## config.mk

```make
export PLATFORM = sky130hd
export DESIGN_NAME = csr_access_unit
export DESIGN_NICKNAME = d
export VERILOG_FILES = /design/src/rtl/csr_access_unit_pkg.sv /design/src/rtl/csr_access_unit_rmw_alu.sv /design/src/rtl/csr_access_unit.sv
export SDC_FILE = /design/constraint.sdc
export NUM_CORES = 1
export LEC_CHECK = 0
export ABC_AREA = 1
export CAP_MARGIN = 40
export CELL_PAD_IN_SITES_DETAIL_PLACEMENT = 1
export CELL_PAD_IN_SITES_GLOBAL_PLACEMENT = 1
export CORE_ASPECT_RATIO = 0.9
export CORE_MARGIN = 4
export CORE_UTILIZATION = 33
export DETAILED_ROUTE_END_ITERATION = 6
export PLACE_DENSITY = 0.89
export SYNTH_ARGS = -nofsm -noshare
export SYNTH_HDL_FRONTEND = slang
export SYNTH_HIERARCHICAL = 1
export SYNTH_SLANG_ARGS = --single-unit
```

## constraint.sdc

```tcl
create_clock -name clock -period 6.4 [get_ports clock]
set_clock_uncertainty 0.1 [all_clocks]
set_input_delay 0.64 -clock clock [delete_from_list [all_inputs] [get_ports clock]]
set_output_delay 0.64 -clock clock [all_outputs]
set_load 0.01 [all_outputs]
```

## src/rtl/csr_access_unit_pkg.sv

```systemverilog
// Shared definitions for the CSR access unit: Zicsr funct3 codes,
// access FSM states and a small funct3 decode helper.
package csr_access_unit_pkg;

  localparam logic [2:0] F3_CSRRW  = 3'b001;
  localparam logic [2:0] F3_CSRRS  = 3'b010;
  localparam logic [2:0] F3_CSRRC  = 3'b011;
  localparam logic [2:0] F3_CSRRWI = 3'b101;
  localparam logic [2:0] F3_CSRRSI = 3'b110;
  localparam logic [2:0] F3_CSRRCI = 3'b111;

  typedef enum logic [1:0] {
    ST_IDLE  = 2'd0,
    ST_READ  = 2'd1,
    ST_WRITE = 2'd2,
    ST_RESP  = 2'd3
  } state_t;

  // funct3 000 and 100 are not Zicsr encodings.
  function automatic logic f3_is_illegal(input logic [2:0] f3);
    return (f3[1:0] == 2'b00);
  endfunction

endpackage

```

## src/rtl/csr_access_unit_rmw_alu.sv

```systemverilog
// Read-modify-write datapath for Zicsr instructions: selects the operand,
// computes the new CSR value and decides whether a read and/or write is
// architecturally required.
module csr_rmw_alu
  import csr_access_unit_pkg::*;
#(
  parameter int XLEN = 32
) (
  input  logic [2:0]      funct3,
  input  logic [XLEN-1:0] rs1_value,
  input  logic [4:0]      rs1_idx,
  input  logic [4:0]      rd_idx,
  input  logic [XLEN-1:0] old_value,
  output logic [XLEN-1:0] new_value,
  output logic            do_read,
  output logic            do_write
);

  logic            is_swap;
  logic [XLEN-1:0] operand;

  // Swap forms skip the read when rd is x0; set/clear forms skip the write
  // when the source (x0 or zimm 0) cannot change anything.
  always_comb begin
    is_swap  = (funct3 == F3_CSRRW) || (funct3 == F3_CSRRWI);
    operand  = funct3[2] ? {{(XLEN-5){1'b0}}, rs1_idx} : rs1_value;
    do_read  = !(is_swap && (rd_idx == 5'd0));
    do_write = is_swap || (rs1_idx != 5'd0);
    case (funct3)
      F3_CSRRW, F3_CSRRWI: new_value = operand;
      F3_CSRRS, F3_CSRRSI: new_value = old_value | operand;
      F3_CSRRC, F3_CSRRCI: new_value = old_value & ~operand;
      default:             new_value = '0;
    endcase
  end

endmodule

```

## src/rtl/csr_access_unit.sv

```systemverilog
// Initiator side of the CSR access interface. Takes one decoded Zicsr
// instruction, performs the read-modify-write against the csr block and
// returns the old value (or an illegal-instruction exception).
// Build option: define CSR_ACCESS_ROCHECK_EN to reject writes to the
// read-only CSR space (csr_num[11:10] == 2'b11) before any strobe is issued.
//
// state    | meaning
// ---------+------------------------------------------------------------
// ST_IDLE  | ready for a request; request fields latched on accept
// ST_READ  | read_csr strobe, old value captured from read_value
// ST_WRITE | write_csr strobe with the computed new value
// ST_RESP  | response held on rsp_* until writeback takes it
module csr_access_unit
  import csr_access_unit_pkg::*;
#(
  parameter int XLEN   = 32,
  parameter int CSR_AW = 12
) (
  input  logic              clock,
  input  logic              reset,
  input  logic              flush,
  input  logic              req_valid,
  output logic              req_ready,
  input  logic [2:0]        req_funct3,
  input  logic [CSR_AW-1:0] req_csr_num,
  input  logic [XLEN-1:0]   req_rs1_value,
  input  logic [4:0]        req_rs1_idx,
  input  logic [4:0]        req_rd_idx,
  output logic [CSR_AW-1:0] csr_num,
  output logic              read_csr,
  input  logic [XLEN-1:0]   read_value,
  output logic              write_csr,
  output logic [2:0]        write_function,
  output logic [XLEN-1:0]   write_value,
  input  logic              csr_illegal,
  output logic              rsp_valid,
  input  logic              rsp_ready,
  output logic [4:0]        rsp_rd_idx,
  output logic [XLEN-1:0]   rsp_rd_value,
  output logic              rsp_exception
);

  state_t              state_q, state_d;
  logic [2:0]          funct3_q;
  logic [CSR_AW-1:0]   csr_num_q;
  logic [XLEN-1:0]     rs1_value_q;
  logic [4:0]          rs1_idx_q;
  logic [4:0]          rd_idx_q;
  logic [XLEN-1:0]     old_q;
  logic                exc_q;

  logic                in_idle;
  logic                accept;
  logic                exc_set;
  logic                ro_violation;
  logic [2:0]          alu_funct3;
  logic [XLEN-1:0]     alu_rs1_value;
  logic [4:0]          alu_rs1_idx;
  logic [4:0]          alu_rd_idx;
  logic [XLEN-1:0]     alu_new_value;
  logic                alu_do_read;
  logic                alu_do_write;

  assign in_idle = (state_q == ST_IDLE);
  assign accept  = in_idle && req_valid && !flush;

  // In IDLE the ALU decodes the incoming request; afterwards it works on the
  // latched copy, so one instance serves both the decision and the datapath.
  assign alu_funct3    = in_idle ? req_funct3    : funct3_q;
  assign alu_rs1_value = in_idle ? req_rs1_value : rs1_value_q;
  assign alu_rs1_idx   = in_idle ? req_rs1_idx   : rs1_idx_q;
  assign alu_rd_idx    = in_idle ? req_rd_idx    : rd_idx_q;

  csr_rmw_alu #(.XLEN(XLEN)) u_rmw_alu (
    .funct3    (alu_funct3),
    .rs1_value (alu_rs1_value),
    .rs1_idx   (alu_rs1_idx),
    .rd_idx    (alu_rd_idx),
    .old_value (old_q),
    .new_value (alu_new_value),
    .do_read   (alu_do_read),
    .do_write  (alu_do_write)
  );

`ifdef CSR_ACCESS_ROCHECK_EN
  assign ro_violation = alu_do_write && (req_csr_num[CSR_AW-1 -: 2] == 2'b11);
`else
  assign ro_violation = 1'b0;
`endif

  // State register plus request/result capture; reset dominates flush.
  always_ff @(posedge clock) begin
    if (reset) begin
      state_q     <= ST_IDLE;
      funct3_q    <= '0;
      csr_num_q   <= '0;
      rs1_value_q <= '0;
      rs1_idx_q   <= '0;
      rd_idx_q    <= '0;
      old_q       <= '0;
      exc_q       <= 1'b0;
    end else begin
      state_q <= state_d;
      if (accept) begin
        funct3_q    <= req_funct3;
        csr_num_q   <= req_csr_num;
        rs1_value_q <= req_rs1_value;
        rs1_idx_q   <= req_rs1_idx;
        rd_idx_q    <= req_rd_idx;
        old_q       <= '0;
        exc_q       <= exc_set;
      end else begin
        if ((state_q == ST_READ) && !flush) begin
          old_q <= read_value;
        end
        if (exc_set && !flush) begin
          exc_q <= 1'b1;
        end
      end
    end
  end

  // Next-state and strobe decode; flush gates every strobe and returns to IDLE.
  always_comb begin
    state_d   = state_q;
    req_ready = 1'b0;
    read_csr  = 1'b0;
    write_csr = 1'b0;
    rsp_valid = 1'b0;
    exc_set   = 1'b0;
    case (state_q)
      ST_IDLE: begin
        req_ready = !flush;
        if (accept) begin
          if (f3_is_illegal(req_funct3) || ro_violation) begin
            exc_set = 1'b1;
            state_d = ST_RESP;
          end else if (alu_do_read) begin
            state_d = ST_READ;
          end else if (alu_do_write) begin
            state_d = ST_WRITE;
          end else begin
            state_d = ST_RESP;
          end
        end
      end
      ST_READ: begin
        read_csr = !flush;
        if (csr_illegal) begin
          exc_set = 1'b1;
          state_d = ST_RESP;
        end else if (alu_do_write) begin
          state_d = ST_WRITE;
        end else begin
          state_d = ST_RESP;
        end
      end
      ST_WRITE: begin
        write_csr = !flush;
        exc_set   = csr_illegal;
        state_d   = ST_RESP;
      end
      ST_RESP: begin
        rsp_valid = !flush;
        if (rsp_ready) begin
          state_d = ST_IDLE;
        end
      end
      default: state_d = ST_IDLE;
    endcase
    if (flush) begin
      state_d = ST_IDLE;
    end
  end

  // Data outputs: write data only shown during WRITE, rd value zeroed on exception.
  always_comb begin
    csr_num        = csr_num_q;
    write_function = funct3_q;
    write_value    = (state_q == ST_WRITE) ? alu_new_value : '0;
    rsp_rd_idx     = rd_idx_q;
    rsp_rd_value   = ((state_q == ST_RESP) && !exc_q) ? old_q : '0;
    rsp_exception  = (state_q == ST_RESP) && exc_q;
  end

endmodule

```

== Word level (Yosys, flattened, before mapping) ==
Index checks and enable logic that the tools add are counted.
Storage, ports and cells
  register bits after elaboration: 92
  input bits: 95
  output and inout port bits: 89
Cells by class
  eq/ne operators: 11
  muxes and demuxes: 25
  bitwise gates (word level): 3
  reduce and logical (&&, ||, !) cells: 22
Operators by type and width (count)
  32-bit 2-to-1 mux: 4
  32-bit one-hot mux with 3 select lines: 1
  32-bit AND: 1
  32-bit inverter: 1
  32-bit OR: 1
  1-bit 2-to-1 mux: 10
  2-bit 2-to-1 mux: 5
  5-bit 2-to-1 mux: 2
  2-bit OR reduction: 5
  3-bit == test, second input constant: 3
  2-bit one-hot mux with 4 select lines: 1
  1-bit logical AND: 7
  3-bit by 2-bit == test with 1-bit output, second input constant: 2
  5-bit zero test: 1
  5-bit nonzero test: 1
  2-bit == test, second input constant: 2
  2-bit zero test: 2
  3-bit by 1-bit == test with 1-bit output, second input constant: 1
  3-bit 2-to-1 mux: 1
  1-bit one-hot mux with 3 select lines: 1
  2-bit by 1-bit == test with 1-bit output, second input constant: 1
  1-bit zero test: 2
  1-bit logical OR: 2
  2-bit by 1-bit inequality test with 1-bit output, second input constant: 1
  other kinds (3): 3

== Logic depth before layout (Yosys ltp) ==
  word-level depth: 10
  mapped depth: 15
  gate-level depth less buffers: 13

== Modules after synthesis ==
Netlist, hierarchy kept.
Modules (own cells, without submodules)
  csr_access_unit: times used 1, cells each 753, area each 4678.2 µm²
  csr_rmw_alu: times used 1, cells each 200, area each 875.8 µm²

== Worst setup path after synthesis ==
OpenSTA, ideal clock, no wires.
  kind: register to output
  start point: reg state_q[0]
  end point: out write_value[13]
  arrival time: 1.808 ns
  required time: 5.660 ns
  slack: 3.852 ns
  cell stages (with the launch flop): 14
  path through: dfxtp_1 -> inv_1 -> ha_1 -> clkbuf_1 -> buf_2 -> nand2_1 -> nand2_1 -> inv_2 -> buf_6 -> nand2_1 -> nand3_1 -> nand2_1 -> nand2_1 -> inv_1
On the way
  cells in the longest elaborated chain, start to end: 7
  elaborated cells between the ends (all ways): 19
  classes of those cells: eq/ne: 7; mux: 5; bitwise: 3; reduce/logical: 4
Ends and longest elaborated chain
  start: declaration: line csr_access_unit.sv:43  | state_t state_q, state_d;
  start signal: assignment: line csr_access_unit.sv:103  | state_q <= state_d;
  2-bit zero test (*): line csr_access_unit.sv:64  | assign in_idle = (state_q == ST_IDLE);
  3-bit 2-to-1 mux (*): line csr_access_unit.sv:69  | assign alu_funct3 = in_idle ? req_funct3 : funct3_q;
  named net alu_funct3[2]: line csr_access_unit.sv:56  | logic [2:0] alu_funct3;
  32-bit 2-to-1 mux: line csr_access_unit_rmw_alu.sv:26  | operand = funct3[2] ? {{(XLEN-5){1'b0}}, rs1_idx} : rs1_value;
  32-bit inverter: line csr_access_unit_rmw_alu.sv:32  | F3_CSRRC, F3_CSRRCI: new_value = old_value & ~operand;
  32-bit AND: line csr_access_unit_rmw_alu.sv:32
  32-bit one-hot mux with 3 select lines (*): line csr_access_unit_rmw_alu.sv:29  | case (funct3)
  named net alu_new_value[13]: line csr_access_unit.sv:60  | logic [XLEN-1:0] alu_new_value;
  32-bit 2-to-1 mux (*): line csr_access_unit.sv:180  | write_value = (state_q == ST_WRITE) ? alu_new_value : '0;
  end: declaration: line csr_access_unit.sv:34  | output logic [XLEN-1:0] write_value,
Mark *: on every way through the listed nets, which the timed path passes. The rest lies on a longest branch.

== Final worst setup path ==
  start point: reg state_q[0]
  end point: out write_value[14]
On the way
  elaborated cells between the ends (all ways): 19
  classes of those cells: eq/ne: 7; mux: 5; bitwise: 3; reduce/logical: 4
RTL lines (line)
  2-bit zero test (*): csr_access_unit.sv:64
  3-bit 2-to-1 mux (*): csr_access_unit.sv:69
  named net alu_funct3[1]: csr_access_unit.sv:56
  3-bit by 2-bit == test with 1-bit output (tied with other cells): csr_access_unit_rmw_alu.sv:29
  2-bit OR reduction: csr_access_unit_rmw_alu.sv:29
  32-bit one-hot mux with 3 select lines (*): csr_access_unit_rmw_alu.sv:29
  named net alu_new_value[14]: csr_access_unit.sv:60
  32-bit 2-to-1 mux (*): csr_access_unit.sv:180
Marked as above.

==> key figures <==
Status
  – Status: completed

Setup path
  – Worst setup EP type: primary output
  – Startpoint types: flop
  – Worst-path maximum fanout: 32
  – Critical path type: reg2out
  – Worst Path Required: 5.66 ns
  – Arr. time, crit path: 3.54 ns

Hold path
  – Worst Hold Class: reg2reg

Synth
  – Largest family of logic cells by synthesized area: simple AND/OR/NAND/NOR gates
  – Count leader, synth: nand2_1
  – Synth area leader: dfxtp_1
  – #FFs+latches synth: 92
  – Post-synth top cells: nand2_1 (350), nor2_1 (154), inv_1 (144), dfxtp_1 (92), o21ai_0 (54)
  – Post-Synth Simple-Gate Area: 39.0%
  – Netlist Area Pre-Place: 5550 sq um
  – Synth top area share: 33.2%
  – Yosys warnings: 6
  – Xor and xnor area share after synthesis: 0%
  – Register area share after synthesis: about a third
  – Fraction of synthesized area in multiplexers: 0%
  – Prevailing post-synth register cell: dfxtp_1
  – Synth Area in Adders: 1.13%
  – Syn avg cell area: 5.83 sq um
  – Mapped Nets: 1053
  – Post-synthesis async set-or-reset flop share: 0%
  – Cell variety after synth: 22
  – Synth Instances: ~950
  – Post-synth EDFFs: 0
  – Area fraction in compound gates after synthesis: 10.2%
  – Area contributors post-synth: dfxtp_1 (33%), nand2_1 (24%), nor2_1 (10%), inv_1 (9.7%), o21ai_0 (4.9%)

Placement
  – Routability Congestion: 0.766
  – Placed cells: approximately 1300
  – Area after DPL: approximately 7500 sq um
  – Detail Placement HPWL: about 14 mm
  – Buffers on Ports: ~180

Clock tree
  – Post-CTS Resized: 0
  – TritonCTS Sinks: 92
  – Clk_lat worst skew: 0.34 ns
  – Post-CTS Setup Inserts: 0
  – CTS buffer count: 9
  – Max Buffers Root-to-Sink: 2
  – Hold-fix buffers, CTS: 0
  – Clk pin slew, worst setup/hold paths: 0.06 ns
  – CTS tree: done
  – Max H-tree Level: 3
  – CTS root buf: clkbuf_16

Cells and area
  – Layout cells sized above 1: 6.16%
  – Antenna cells: 0
  – Finished Cell Area: roughly 7800 sq um
  – Non-Filler Instances: ~1300
  – Final nets: 1200
  – Area Overhead vs Synth: 40.5%

Timing
  – Final hold vios: 0
  – Relative slew margins: 45.4%
  – Final count of negative-setup-slack endpoints: 0
  – Fin crit share: 66.8%
  – Max Slew Vio Count: 0
  – TNS Setup: 0 ns
  – Unrepaired setup endpoints after global routing: false
  – Fmax: between 200 and 250 MHz
  – Worst slew pin tran: between 0.8 and 0.9 ns
  – Tmin final: 4.28 ns

Floorplan
  – Top-Level Pins: between 150 and 200
  – Die Ht: 131 um
  – Core area: 16300 sq um
  – Initial Util: 34.1%
  – Die Area: 19000 sq um
  – Die W: roughly 140 um
  – Row count: 44

GRT
  – GRT Util Overall: 20.4%
  – Met1 Usage GRT: 24.8%
  – Vias in the first global route: 6367
  – Largest net degree at the start of global routing: 66
  – Initial antenna violation count: 1
  – Met3 Usage GRT: under 10%
  – Layer with the highest usage: met2
  – Aggregate global routing overflow: 0
  – First-pass GRT wire length: 30.9 mm
  – Met2 Use GR: between 30% and 40%

Detailed routing
  – Final wirelength: 19.3 mm
  – Final ANT Viol Nets: 0
  – Starting DRC count in detailed routing: 200
  – Vias per inst: 4.69
  – Drt pass-1 iters: 4
  – Vias post-DR: 6153
  – DR DRC count: 0
  – DR WL/cell: 14.7 um

Power
  – Worst VDD drop: between 0.1 and 0.15 mV
  – LEAKAGE: 0.00409 uW
  – Pwr dens: 205 nW/um^2

Flow run
  – Max cap viols: 0
## registers in the layout, indices dropped and copies added, names as in the netlist
name,cells
old_q,32
rs1_value_q,32
csr_num,12
rs1_idx_q,5
rsp_rd_idx,5
write_function,3
state_q,2
exc_q,1
## through the flow
stage	power (uW)	setup slack [ns]	utilization (%)	hold slack (ns)
2_1_floorplan	855	3.85	-	0.338
3_3_place_gp	979	2.21	45.0	0.355
3_5_place_dp	1010	2.42	45.8	0.366
4_1_cts	1620	2.05	47.9	0.378
5_1_grt	1690	1.85	47.9	0.418
6_report	1600	2.12	47.9	0.373
## path summary, 6_finish.rpt
| kind | slack, ns | end | depth (start not counted) | start |
|---|---|---|---|---|
| worst max-delay path | 2.12 | write_value[14] | 14 | state_q[0] |
| worst min register to register | 0.37 | exc_q | 2 | exc_q |
| worst max register to register | 3.65 | old_q[15] | 10 | state_q[0] |
| worst min-delay path | 0.37 | exc_q | 2 | exc_q |
## final cells by class
| cell class | count | area [sq um] |
|---|---|---|
| clock buffer | 12 | 267 |
| clock inverter | 3 | 68.8 |
| fill | 2205 | 8490 |
| inverter | 150 | 563 |
| multi-input combinational | 655 | 2820 |
| sequential | 92 | 1840 |
| tap | 207 | 259 |
| timing repair buffer | 192 | 1990 |
## per-layer routing
metal / part of all wire [%] / up-vias
met5: 0.062 / -
met3: 5.3 / 20
li1: - / 3105
met1: 45 / 2888
met4: 1.7 / 2
met2: 48 / 138
## cells in the final DEF, fill, tap and decap left out, types with 7 or more instances in the layout
| master | instances |
|---|---|
| clkdlybuf4s50_1 | 183 |
| nand2_2 | 8 |
| dfxtp_1 | 92 |
| nor2_1 | 154 |
| inv_2 | 7 |
| o21ai_1 | 17 |
| clkbuf_16 | 9 |
| nand3_1 | 34 |
| inv_1 | 143 |
| nand2_1 | 350 |
| o21ai_2 | 22 |
| o21ai_0 | 53 |
## critical path, cell delays in order, from the launching register on
cell and delay, ns:
dfxtp_1 0.40, inv_1 0.10, ha_2 0.21, inv_2 0.37
buf_16 0.24, nand2_1 0.11, o21ai_4 0.22, buf_16 0.23
nand2_1 0.10, nand2_4 0.32, nand2_1 0.13, nand2_1 0.09
nand2_1 0.05, inv_1 0.06, clkdlybuf4s50_1 0.54
## logic make-up after synthesis
group                      Yosys count
and+or+nand+nor                    553
buffers and inverters              206
AOI/OAI and AO/OA                   97
DFF                                 92
adders and majority gates            5
## report_power, final
part           internal (uW)  total (uW)  leakage, uW  switching (uW)
sequential               606         625     0.000752            18.5
clock                    373         607     0.000165             234
combinational            153         370      0.00317             217
No activity file was read; power rests on OpenSTA's default activity.
